===== config.mk =====
export PLATFORM = sky130hd
export DESIGN_NAME = quadrature_decoder
export DESIGN_NICKNAME = d
export VERILOG_FILES = /design/src/rtl/bldc_pkg.sv /design/src/rtl/sync_ff.sv /design/src/rtl/quadrature_decoder.sv
export SDC_FILE = /design/constraint.sdc
export NUM_CORES = 1
export LEC_CHECK = 0
export BUFFER_PORTS_ARGS = -buffer_cell sky130_fd_sc_hd__buf_2
export CAP_MARGIN = 20
export CELL_PAD_IN_SITES_DETAIL_PLACEMENT = 2
export CELL_PAD_IN_SITES_GLOBAL_PLACEMENT = 2
export CORE_MARGIN = 2
export CORE_UTILIZATION = 38
export DETAILED_ROUTE_END_ITERATION = 6
export PLACE_DENSITY_LB_ADDON = 0.05
export SLEW_MARGIN = 0
export SYNTH_ARGS = -nofsm -noshare
export SYNTH_HDL_FRONTEND = slang
export SYNTH_HIERARCHICAL = 1
export SYNTH_SLANG_ARGS = --single-unit

===== constraint.sdc =====
create_clock -name clk -period 5.45 [get_ports clk]
set_input_delay 0.8175 -clock clk [delete_from_list [all_inputs] [get_ports clk]]
set_output_delay 0.8175 -clock clk [all_outputs]
set_load 0.02 [all_outputs]

===== src/rtl/bldc_pkg.sv =====
// Shared BLDC types and constants: encoder/electrical position widths and modulo helpers.
// Pure declarations, no latency; no flow control.
// Used by both the quadrature decoder and the torque-vector stage.
package bldc_pkg;

  localparam int TICKS_PER_REV    = 8192;
  localparam int TICKS_PER_ECYCLE = 1170;

  typedef logic [12:0] enc_pos_t;
  typedef logic [10:0] elec_pos_t;

  localparam elec_pos_t ELEC_MAX = elec_pos_t'(TICKS_PER_ECYCLE - 1);

  // Electrical position is its own modulo-1170 counter, never a division of encoder ticks.
  function automatic elec_pos_t elec_step(input elec_pos_t e, input logic fwd);
    if (fwd) return (e == ELEC_MAX) ? '0 : e + elec_pos_t'(1);
    else     return (e == '0) ? ELEC_MAX : e - elec_pos_t'(1);
  endfunction

  // AB = {a,b} mapped onto its forward-sequence index 00,10,11,01 -> 0..3.
  function automatic logic [1:0] ab_phase(input logic [1:0] ab);
    return {ab[0], ab[1] ^ ab[0]};
  endfunction

endpackage


===== src/rtl/sync_ff.sv =====
// N-stage single-bit synchronizer for an asynchronous pin, async active-low reset to 0.
// Latency N clk cycles; no flow control.
// Output is the last stage only.
module sync_ff #(
  parameter int N = 2
) (
  input  logic clk,
  input  logic reset_n,
  input  logic d,
  output logic q
);

  logic [N-1:0] stages_q, stages_d;

  always_comb begin
    stages_d = {stages_q[N-2:0], d};
  end

  always_ff @(posedge clk or negedge reset_n) begin
    if (!reset_n) stages_q <= '0;
    else          stages_q <= stages_d;
  end

  assign q = stages_q[N-1];

endmodule


===== src/rtl/quadrature_decoder.sv =====
// A/B/I quadrature decoder: mechanical (mod 8192) and electrical (mod 1170) position, direction, error.
// Latency pin edge -> outputs SYNC_STAGES+1 clk; no backpressure, one AB change per clk max.
// QUAD_INDEX_EN: index rising edge at AB=11 zeroes both positions.
module quadrature_decoder
  import bldc_pkg::*;
#(
  parameter int SYNC_STAGES = 2
) (
  input  logic      clk,
  input  logic      reset_n,
  input  logic      enc_a,
  input  logic      enc_b,
  input  logic      enc_i,
  input  logic      clear_error,
  output enc_pos_t  encoder_ticks,
  output elec_pos_t elec_ticks,
  output logic      direction,
  output logic      tick_valid,
  output logic      quad_error
);

  // Priming spans the synchronizer flush so the pin level present at reset is what prev_ab learns.
  localparam int PRIME_CYCLES = SYNC_STAGES + 1;
  localparam int PC_W         = $clog2(PRIME_CYCLES + 1);

  logic a_s, b_s, i_s;
  logic [1:0] cur_ab;
  logic [1:0] delta;
  logic       priming;

  logic [1:0]      prev_ab_q, prev_ab_d;
  logic [PC_W-1:0] prime_q, prime_d;
  enc_pos_t        enc_ticks_q, enc_ticks_d;
  elec_pos_t       elec_ticks_q, elec_ticks_d;
  logic            direction_q, direction_d;
  logic            tick_valid_q, tick_valid_d;
  logic            quad_error_q, quad_error_d;

  sync_ff #(.N(SYNC_STAGES)) u_sync_a (.clk(clk), .reset_n(reset_n), .d(enc_a), .q(a_s));
  sync_ff #(.N(SYNC_STAGES)) u_sync_b (.clk(clk), .reset_n(reset_n), .d(enc_b), .q(b_s));
  sync_ff #(.N(SYNC_STAGES)) u_sync_i (.clk(clk), .reset_n(reset_n), .d(enc_i), .q(i_s));

`ifdef QUAD_INDEX_EN
  logic i_prev_q;

  always_ff @(posedge clk or negedge reset_n) begin
    if (!reset_n) i_prev_q <= 1'b0;
    else          i_prev_q <= i_s;
  end
`else
  logic unused_enc_i;
  assign unused_enc_i = i_s;
`endif

  assign cur_ab  = {a_s, b_s};
  assign priming = (prime_q != '0);
  assign delta   = ab_phase(cur_ab) - ab_phase(prev_ab_q);

  always_comb begin
    prev_ab_d    = cur_ab;
    prime_d      = priming ? prime_q - PC_W'(1) : prime_q;
    enc_ticks_d  = enc_ticks_q;
    elec_ticks_d = elec_ticks_q;
    direction_d  = direction_q;
    tick_valid_d = 1'b0;
    quad_error_d = quad_error_q & ~clear_error;

    if (!priming) begin
      case (delta)
        2'd1: begin
          enc_ticks_d  = enc_ticks_q + enc_pos_t'(1);
          elec_ticks_d = elec_step(elec_ticks_q, 1'b1);
          direction_d  = 1'b1;
          tick_valid_d = 1'b1;
        end
        2'd3: begin
          enc_ticks_d  = enc_ticks_q - enc_pos_t'(1);
          elec_ticks_d = elec_step(elec_ticks_q, 1'b0);
          direction_d  = 1'b0;
          tick_valid_d = 1'b1;
        end
        2'd2: quad_error_d = 1'b1;
        default: ;
      endcase

`ifdef QUAD_INDEX_EN
      if (i_s && !i_prev_q && cur_ab == 2'b11) begin
        enc_ticks_d  = '0;
        elec_ticks_d = '0;
        direction_d  = direction_q;
        tick_valid_d = 1'b1;
      end
`endif
    end
  end

  always_ff @(posedge clk or negedge reset_n) begin
    if (!reset_n) begin
      prev_ab_q    <= 2'b00;
      prime_q      <= PC_W'(PRIME_CYCLES);
      enc_ticks_q  <= '0;
      elec_ticks_q <= '0;
      direction_q  <= 1'b1;
      tick_valid_q <= 1'b0;
      quad_error_q <= 1'b0;
    end else begin
      prev_ab_q    <= prev_ab_d;
      prime_q      <= prime_d;
      enc_ticks_q  <= enc_ticks_d;
      elec_ticks_q <= elec_ticks_d;
      direction_q  <= direction_d;
      tick_valid_q <= tick_valid_d;
      quad_error_q <= quad_error_d;
    end
  end

  assign encoder_ticks = enc_ticks_q;
  assign elec_ticks    = elec_ticks_q;
  assign direction     = direction_q;
  assign tick_valid    = tick_valid_q;
  assign quad_error    = quad_error_q;

endmodule


; After elaboration in Yosys (flattened, before gate mapping)
; Index checks and enable logic that the tools add are counted.
[word_totals]
ff_bits = 35
input_bits = 6
elab_cells = 38
[classes]
n_addsub = 6
eq_ne = 4
n_mux = 9
bitwise_logic = 5
n_reduce_logical = 5
[ops]
columns = op, count
row1 = 13-bit case mux with 2 select lines, 1
row2 = 11-bit 2-to-1 mux, 2
row3 = 11-bit case mux with 2 select lines, 1
row4 = 13-bit by 1-bit adder with 13-bit output (second input constant), 1
row5 = 13-bit by 1-bit subtractor with 13-bit output (second input constant), 1
row6 = 11-bit by 1-bit adder with 11-bit output (second input constant), 1
row7 = 11-bit equality test (second input constant), 1
row8 = 11-bit logical NOT, 1
row9 = 11-bit by 1-bit subtractor with 11-bit output (second input constant), 1
row10 = 2-bit equality test (second input constant), 2
row11 = 1-bit 2-to-1 mux, 4
row12 = 2-bit nonzero test, 2
row13 = 2-bit by 1-bit equality test with 1-bit output (second input constant), 1
row14 = 1-bit inverter, 2
row15 = 1-bit case mux with 2 select lines, 1
row16 = 2-bit AND reduction, 1
row17 = 2-bit OR reduction, 1
row18 = 2-bit by 1-bit subtractor with 2-bit output (second input constant), 1
row19 = 2-bit subtractor, 1
row20 = 1-bit XOR, 2
row21 = 1-bit AND, 1

; Depth between registers and ports, before layout
[depth]
depth_word = 6
depth_mapped = 13
depth_no_buf = 11

; Modules after synthesis
; The synthesis kept the hierarchy.
[by_module_without_submodules]
columns = mod, n_inst, cells_each, area_each_um2, seq_area_each_um2
row1 = quadrature_decoder, 1, 226, 2057.0, 779.5
row2 = sync_ff, 2, 2, 50.0, 50.0

; Least setup slack after synthesis
; No wires, ideal clock.
[synth_path]
path_kind = register to register
start = register prev_ab_q[0]
end = register enc_ticks_q[12], in the netlist encoder_ticks[12]
setup_ps = 128
t_arrival_ps = 2818
required_ps = 5322
setup_slack_ps = 2503
path_stages_with_launch = 14
path_buffers = 2
cell_sequence = dfrtp_1 > xor2_1 > ha_1 > xor3_2 > nand2_1 > buf_2 > buf_4 > xnor2_1 > ha_1 > or4_4 > or3_1 > nor3_1 > o21ai_0 > xnor2_1
[synth_via]
elab_chain_cells = 5
[synth_lines]
columns = item, line_no
row1 = start: declaration, quadrature_decoder.sv:31  ; logic [1:0] prev_ab_q, prev_ab_d;
row2 = start signal: assignment, quadrature_decoder.sv:107  ; prev_ab_q <= prev_ab_d;
row3 = 1-bit XOR, bldc_pkg.sv:22  ; return {ab[0], ab[1] ^ ab[0]};
row4 = 2-bit subtractor (*), quadrature_decoder.sv:57  ; assign delta = ab_phase(cur_ab) - ab_phase(prev_ab_q);
row5 = 2-bit equality test / 2-bit by 1-bit equality test with 1-bit output (equally long branches), quadrature_decoder.sv:69  ; case (delta)
row6 = 2-bit nonzero test (no line), --
row7 = 2-bit AND reduction (no line), --
row8 = end signal: assignment, quadrature_decoder.sv:109  ; enc_ticks_q <= enc_ticks_d;
row9 = end: declaration, quadrature_decoder.sv:33  ; enc_pos_t enc_ticks_q, enc_ticks_d;
; Every way passes the cells marked *; elsewhere a longest branch is shown, timed or not.
; A chain may end at the register's enable or synchronous reset.

; Final worst setup path
; Ends and elaborated chain as after synthesis.

==> metrics.txt <==
# TYPE chip_impl_metric gauge
chip_impl_metric{name="drt.antenna.violating_nets",unit=""} 0
chip_impl_metric{name="cts_hold_buf",unit=""} 0
chip_impl_metric{name="die-width",unit="µm"} 79.34
chip_impl_metric{name="design_area",unit="µm²"} 2440
chip_impl_metric{name="die_h",unit="µm"} 79.34
chip_impl_metric{name="drive_gt1_frac",unit=""} 0.2235
chip_impl_metric{name="adder_cell_share_of_the_synthesized_area",unit=""} 0.03480
chip_impl_info{name="most_common_library_cell_in_the_layout_ignoring_fill_and_taps",value="sky130_fd_sc_hd__dfrtp_1"} 1
chip_impl_metric{name="numPortBuffers",unit=""} 31
chip_impl_metric{name="cell_internal_pwr",unit="mW"} 0.7056
chip_impl_info{name="path_class",value="reg2reg"} 1
chip_impl_metric{name="synth_simple_gate_area_frac",unit=""} 0.2593
chip_impl_metric{name="synth.net_count",unit=""} 242
chip_impl_metric{name="setup_violations",unit=""} 0
chip_impl_metric{name="wirelength",unit="mm"} 6.152
chip_impl_metric{name="irDropWorstVdd",unit="mV"} 0.2453
chip_impl_info{name="run_status",value="finished, final reports clean"} 1
chip_impl_metric{name="core_area",unit="µm²"} 5507
chip_impl_metric{name="insertion_delay",unit="ns"} 0.29
chip_impl_metric{name="area_of_the_mapped_netlist",unit="µm²"} 2157
chip_impl_info{name="buffer_type_at_the_clock_tree_root",value="sky130_fd_sc_hd__clkbuf_8"} 1
chip_impl_metric{name="cts_resized",unit=""} 0
chip_impl_metric{name="netlist-cell-type-count",unit=""} 49
chip_impl_metric{name="detailed_place.area",unit="µm²"} 2323
chip_impl_metric{name="pwr_density_cell",unit="nW/µm²"} 551.4
chip_impl_info{name="biggest_area_contributors_in_the_synthesized_netlist",value="sky130_fd_sc_hd__dfrtp_1, sky130_fd_sc_hd__xnor2_1, sky130_fd_sc_hd__a21oi_1"} 1
chip_impl_metric{name="cts_made_buffers",unit=""} 5
chip_impl_metric{name="post_cts.repair.setup_buffers",unit=""} 0
chip_impl_metric{name="via_per_inst",unit=""} 5.627
chip_impl_metric{name="dieArea",unit="µm²"} 6295
chip_impl_metric{name="initialDrtViolationCount",unit=""} 83
chip_impl_metric{name="post_synth_mux_area_share",unit=""} 0.02320
chip_impl_metric{name="globalRoute.totalOverflow",unit=""} 0
chip_impl_metric{name="diodes",unit=""} 0
chip_impl_info{name="critPathCaptureType",value="flop"} 1
chip_impl_info{name="timing.critical_path.from_type",value="flop"} 1
chip_impl_metric{name="clock_tree.buffer_depth",unit=""} 2
chip_impl_metric{name="synth_xor_xnor_area_share",unit=""} 0.07657
chip_impl_metric{name="maxSlewViolCount",unit=""} 0
chip_impl_metric{name="antenna_violations_before_repair",unit=""} 0
chip_impl_metric{name="p_sw_frac",unit=""} 0.4755
chip_impl_metric{name="groute.usage.overall",unit=""} 0.2108
chip_impl_info{name="layout_common_cells",value="sky130_fd_sc_hd__dfrtp_1, sky130_fd_sc_hd__buf_2, sky130_fd_sc_hd__nand2_1, sky130_fd_sc_hd__a21oi_1, sky130_fd_sc_hd__o21ai_0"} 1
chip_impl_metric{name="dr_drc_count",unit=""} 0
chip_impl_info{name="min_path_type",value="reg2reg"} 1
chip_impl_metric{name="detail_route.wl_per_cell",unit="µm"} 18.81
chip_impl_info{name="synth_top_flop_cell",value="sky130_fd_sc_hd__dfrtp_1"} 1
chip_impl_metric{name="floorplan.rows",unit=""} 27
chip_impl_metric{name="switching_power",unit="mW"} 0.6397
chip_impl_metric{name="detailroute.via_count",unit=""} 1840
chip_impl_metric{name="postSynthAreaPerCell",unit="µm²"} 9.379
chip_impl_metric{name="p_total",unit="mW"} 1.345
chip_impl_metric{name="timing.critical_path.fanout_max",unit=""} 22
chip_impl_metric{name="synth-edff-count",unit=""} 0
chip_impl_info{name="synth_top_family_by_area",value="simple AND/OR/NAND/NOR gates"} 1
chip_impl_metric{name="tritoncts_num_sinks",unit=""} 35
chip_impl_metric{name="crit_arrival",unit="ns"} 3.67
chip_impl_metric{name="finalWeightedCongestion",unit=""} 0.7392
chip_impl_metric{name="first_global_vias",unit=""} 1902
chip_impl_metric{name="synthCells",unit=""} 230
chip_impl_metric{name="combPwrFrac",unit=""} 0.427
chip_impl_metric{name="yosysTopAreaCellShare",unit=""} 0.3712
chip_impl_metric{name="dr.pass1.iters",unit=""} 4
chip_impl_metric{name="dp_hpwl",unit="mm"} 4.215
chip_impl_metric{name="post_synthesis_compound_gate_area_fraction",unit=""} 0.1444
chip_impl_metric{name="yosysWarnings",unit=""} 6
chip_impl_metric{name="finalSetupTns",unit="ns"} 0
chip_impl_metric{name="grt_start_max_net_pins",unit=""} 36
chip_impl_metric{name="critical_path_required_time",unit="ns"} 5.63
chip_impl_metric{name="design.final.nets",unit=""} 266
chip_impl_metric{name="wire_length_of_the_first_global_routing_pass",unit="mm"} 10.23
chip_impl_metric{name="pre_cts_slack",unit="ns"} 1.983
chip_impl_metric{name="ctsHtreeMaxLevel",unit=""} 2
chip_impl_metric{name="whs",unit="ns"} 0.3553
chip_impl_metric{name="area.growth.synth_to_final",unit="%"} 13.11
chip_impl_metric{name="synth-async-reset-ratio",unit=""} 1.000
chip_impl_metric{name="synth_seq_cells",unit=""} 35
chip_impl_metric{name="total_leakage_power",unit="nW"} 1.015
chip_impl_metric{name="timing.final.crit_share",unit=""} 0.6407
chip_impl_metric{name="max_slew.worst_pin.slew",unit="ns"} 0.9522
chip_impl_metric{name="worst_setup_hold_path_clk_slew",unit="ns"} 0.08
chip_impl_metric{name="floorplan.io_pins",unit=""} 33
chip_impl_metric{name="synth_sequential_area_ratio",unit=""} 0.4078
chip_impl_metric{name="maxSlewHeadroom",unit=""} 0.3652
chip_impl_info{name="tritoncts",value="yes"} 1
chip_impl_metric{name="final_period_minus_worst_setup_slack",unit="ns"} 3.492
chip_impl_metric{name="fmaxAchievable",unit="MHz"} 286.4
chip_impl_metric{name="postLayoutSetupSlackWorst",unit="ns"} 1.958
chip_impl_metric{name="power.share.clock",unit=""} 0.184
chip_impl_metric{name="final-hold-violation-count",unit=""} 0
chip_impl_metric{name="start_util",unit=""} 0.3917
chip_impl_info{name="netlist.top_cell.by_area",value="sky130_fd_sc_hd__dfrtp_1"} 1
chip_impl_metric{name="seq_power_share",unit=""} 0.390
chip_impl_metric{name="max_cap_viol_count",unit=""} 0
chip_impl_info{name="rsz0062_at_grt",value="false"} 1
chip_impl_metric{name="fin_worst_skew",unit="ns"} 0.008661
-- power groups by stage --
stage	clock network, mW	registers (mW)	logic [mW]
final	0.247	0.524	0.574
after CTS	0.257	0.523	0.581
after floorplan	0	0.556	0.359
after global placement	0	0.523	0.562
after global routing	0.265	0.545	0.640
after detailed placement	0	0.527	0.579
-- sequential cells by signal (all words and copies together) (netlist names) --
| name | flops |
|---|---|
| direction | 1 |
| elec_ticks | 11 |
| encoder_ticks | 13 |
| prev_ab_q | 2 |
| prime_q | 2 |
| quad_error | 1 |
| tick_valid | 1 |
| u_sync_a/stages_q | 2 |
| u_sync_b/stages_q | 2 |
-- critical path: stages (launching register included) --
cell and delay [ns]:
sky130_fd_sc_hd__dfrtp_1 0.41, sky130_fd_sc_hd__xor2_1 0.17, sky130_fd_sc_hd__ha_1 0.18, sky130_fd_sc_hd__xor3_2 0.32, sky130_fd_sc_hd__nand2_1 0.61, sky130_fd_sc_hd__xnor2_1 0.14, sky130_fd_sc_hd__ha_1 0.26, sky130_fd_sc_hd__or4_4 0.47
sky130_fd_sc_hd__or3_1 0.32, sky130_fd_sc_hd__nor3_1 0.18, sky130_fd_sc_hd__o21ai_0 0.16, sky130_fd_sc_hd__xnor2_1 0.16
-- cell type report --
| type | count | area (µm²) |
|---|---|---|
| Multi-Input combinational cell | 171 | 1161 |
| Fill cell | 622 | 3067 |
| Clock inverter | 3 | 47.55 |
| Timing Repair Buffer | 31 | 155.1 |
| Clock buffer | 5 | 68.82 |
| Sequential cell | 35 | 879.6 |
| Inverter | 10 | 37.54 |
| Tap cell | 72 | 90.09 |
-- synth_stat cells, drive strengths merged, types with 6 or more instances --
| library cell | count |
|---|---|
| a21oi | 17 |
| buf | 10 |
| dfrtp | 32 |
| ha | 6 |
| inv | 9 |
| nand2 | 16 |
| nand3 | 8 |
| nand4 | 7 |
| nor2 | 15 |
| nor3 | 14 |
| o21ai | 15 |
| or4 | 7 |
| xnor2 | 10 |
| xor2 | 6 |
-- per-layer routing --
layer,global-route usage,part of all wire,vias up
met2,0.3458,0.49,21
met4,0.04138,0.0052,0
met5,0,0,-
met1,0.2923,0.49,932
li1,-,-,885
met3,0.03750,0.019,2
-- kinds of logic after synthesis --
| family | after synthesis |
|---|---|
| compound gates | 49 |
| mux | 5 |
| fa+ha+maj | 6 |
| simple gates | 94 |
| buf+inv | 24 |
| xor+xnor | 17 |
| flops | 35 |
-- stage by stage --
stage               instances  utilization
finish                    327       0.4431
global route              327       0.4431
CTS                       327       0.4431
detailed placement        319       0.4220
global placement          319       0.4220
floorplan                 230            -
-- final timing paths --
path	cells after the start	slack, ns	from	to
worst max register to register	11	1.96	prev_ab_q[0]	encoder_ticks[12]
min in group asynchronous	1	0.61	reset_n	u_sync_b/stages_q[1]
worst min register to register	0	0.36	u_sync_b/stages_q[0]	u_sync_b/stages_q[1]
worst max-delay path	11	1.96	prev_ab_q[0]	encoder_ticks[12]
max in group asynchronous	1	4.31	reset_n	elec_ticks[5]
worst min-delay path	0	0.36	u_sync_b/stages_q[0]	u_sync_b/stages_q[1]
(Power assumes the default switching activity.)
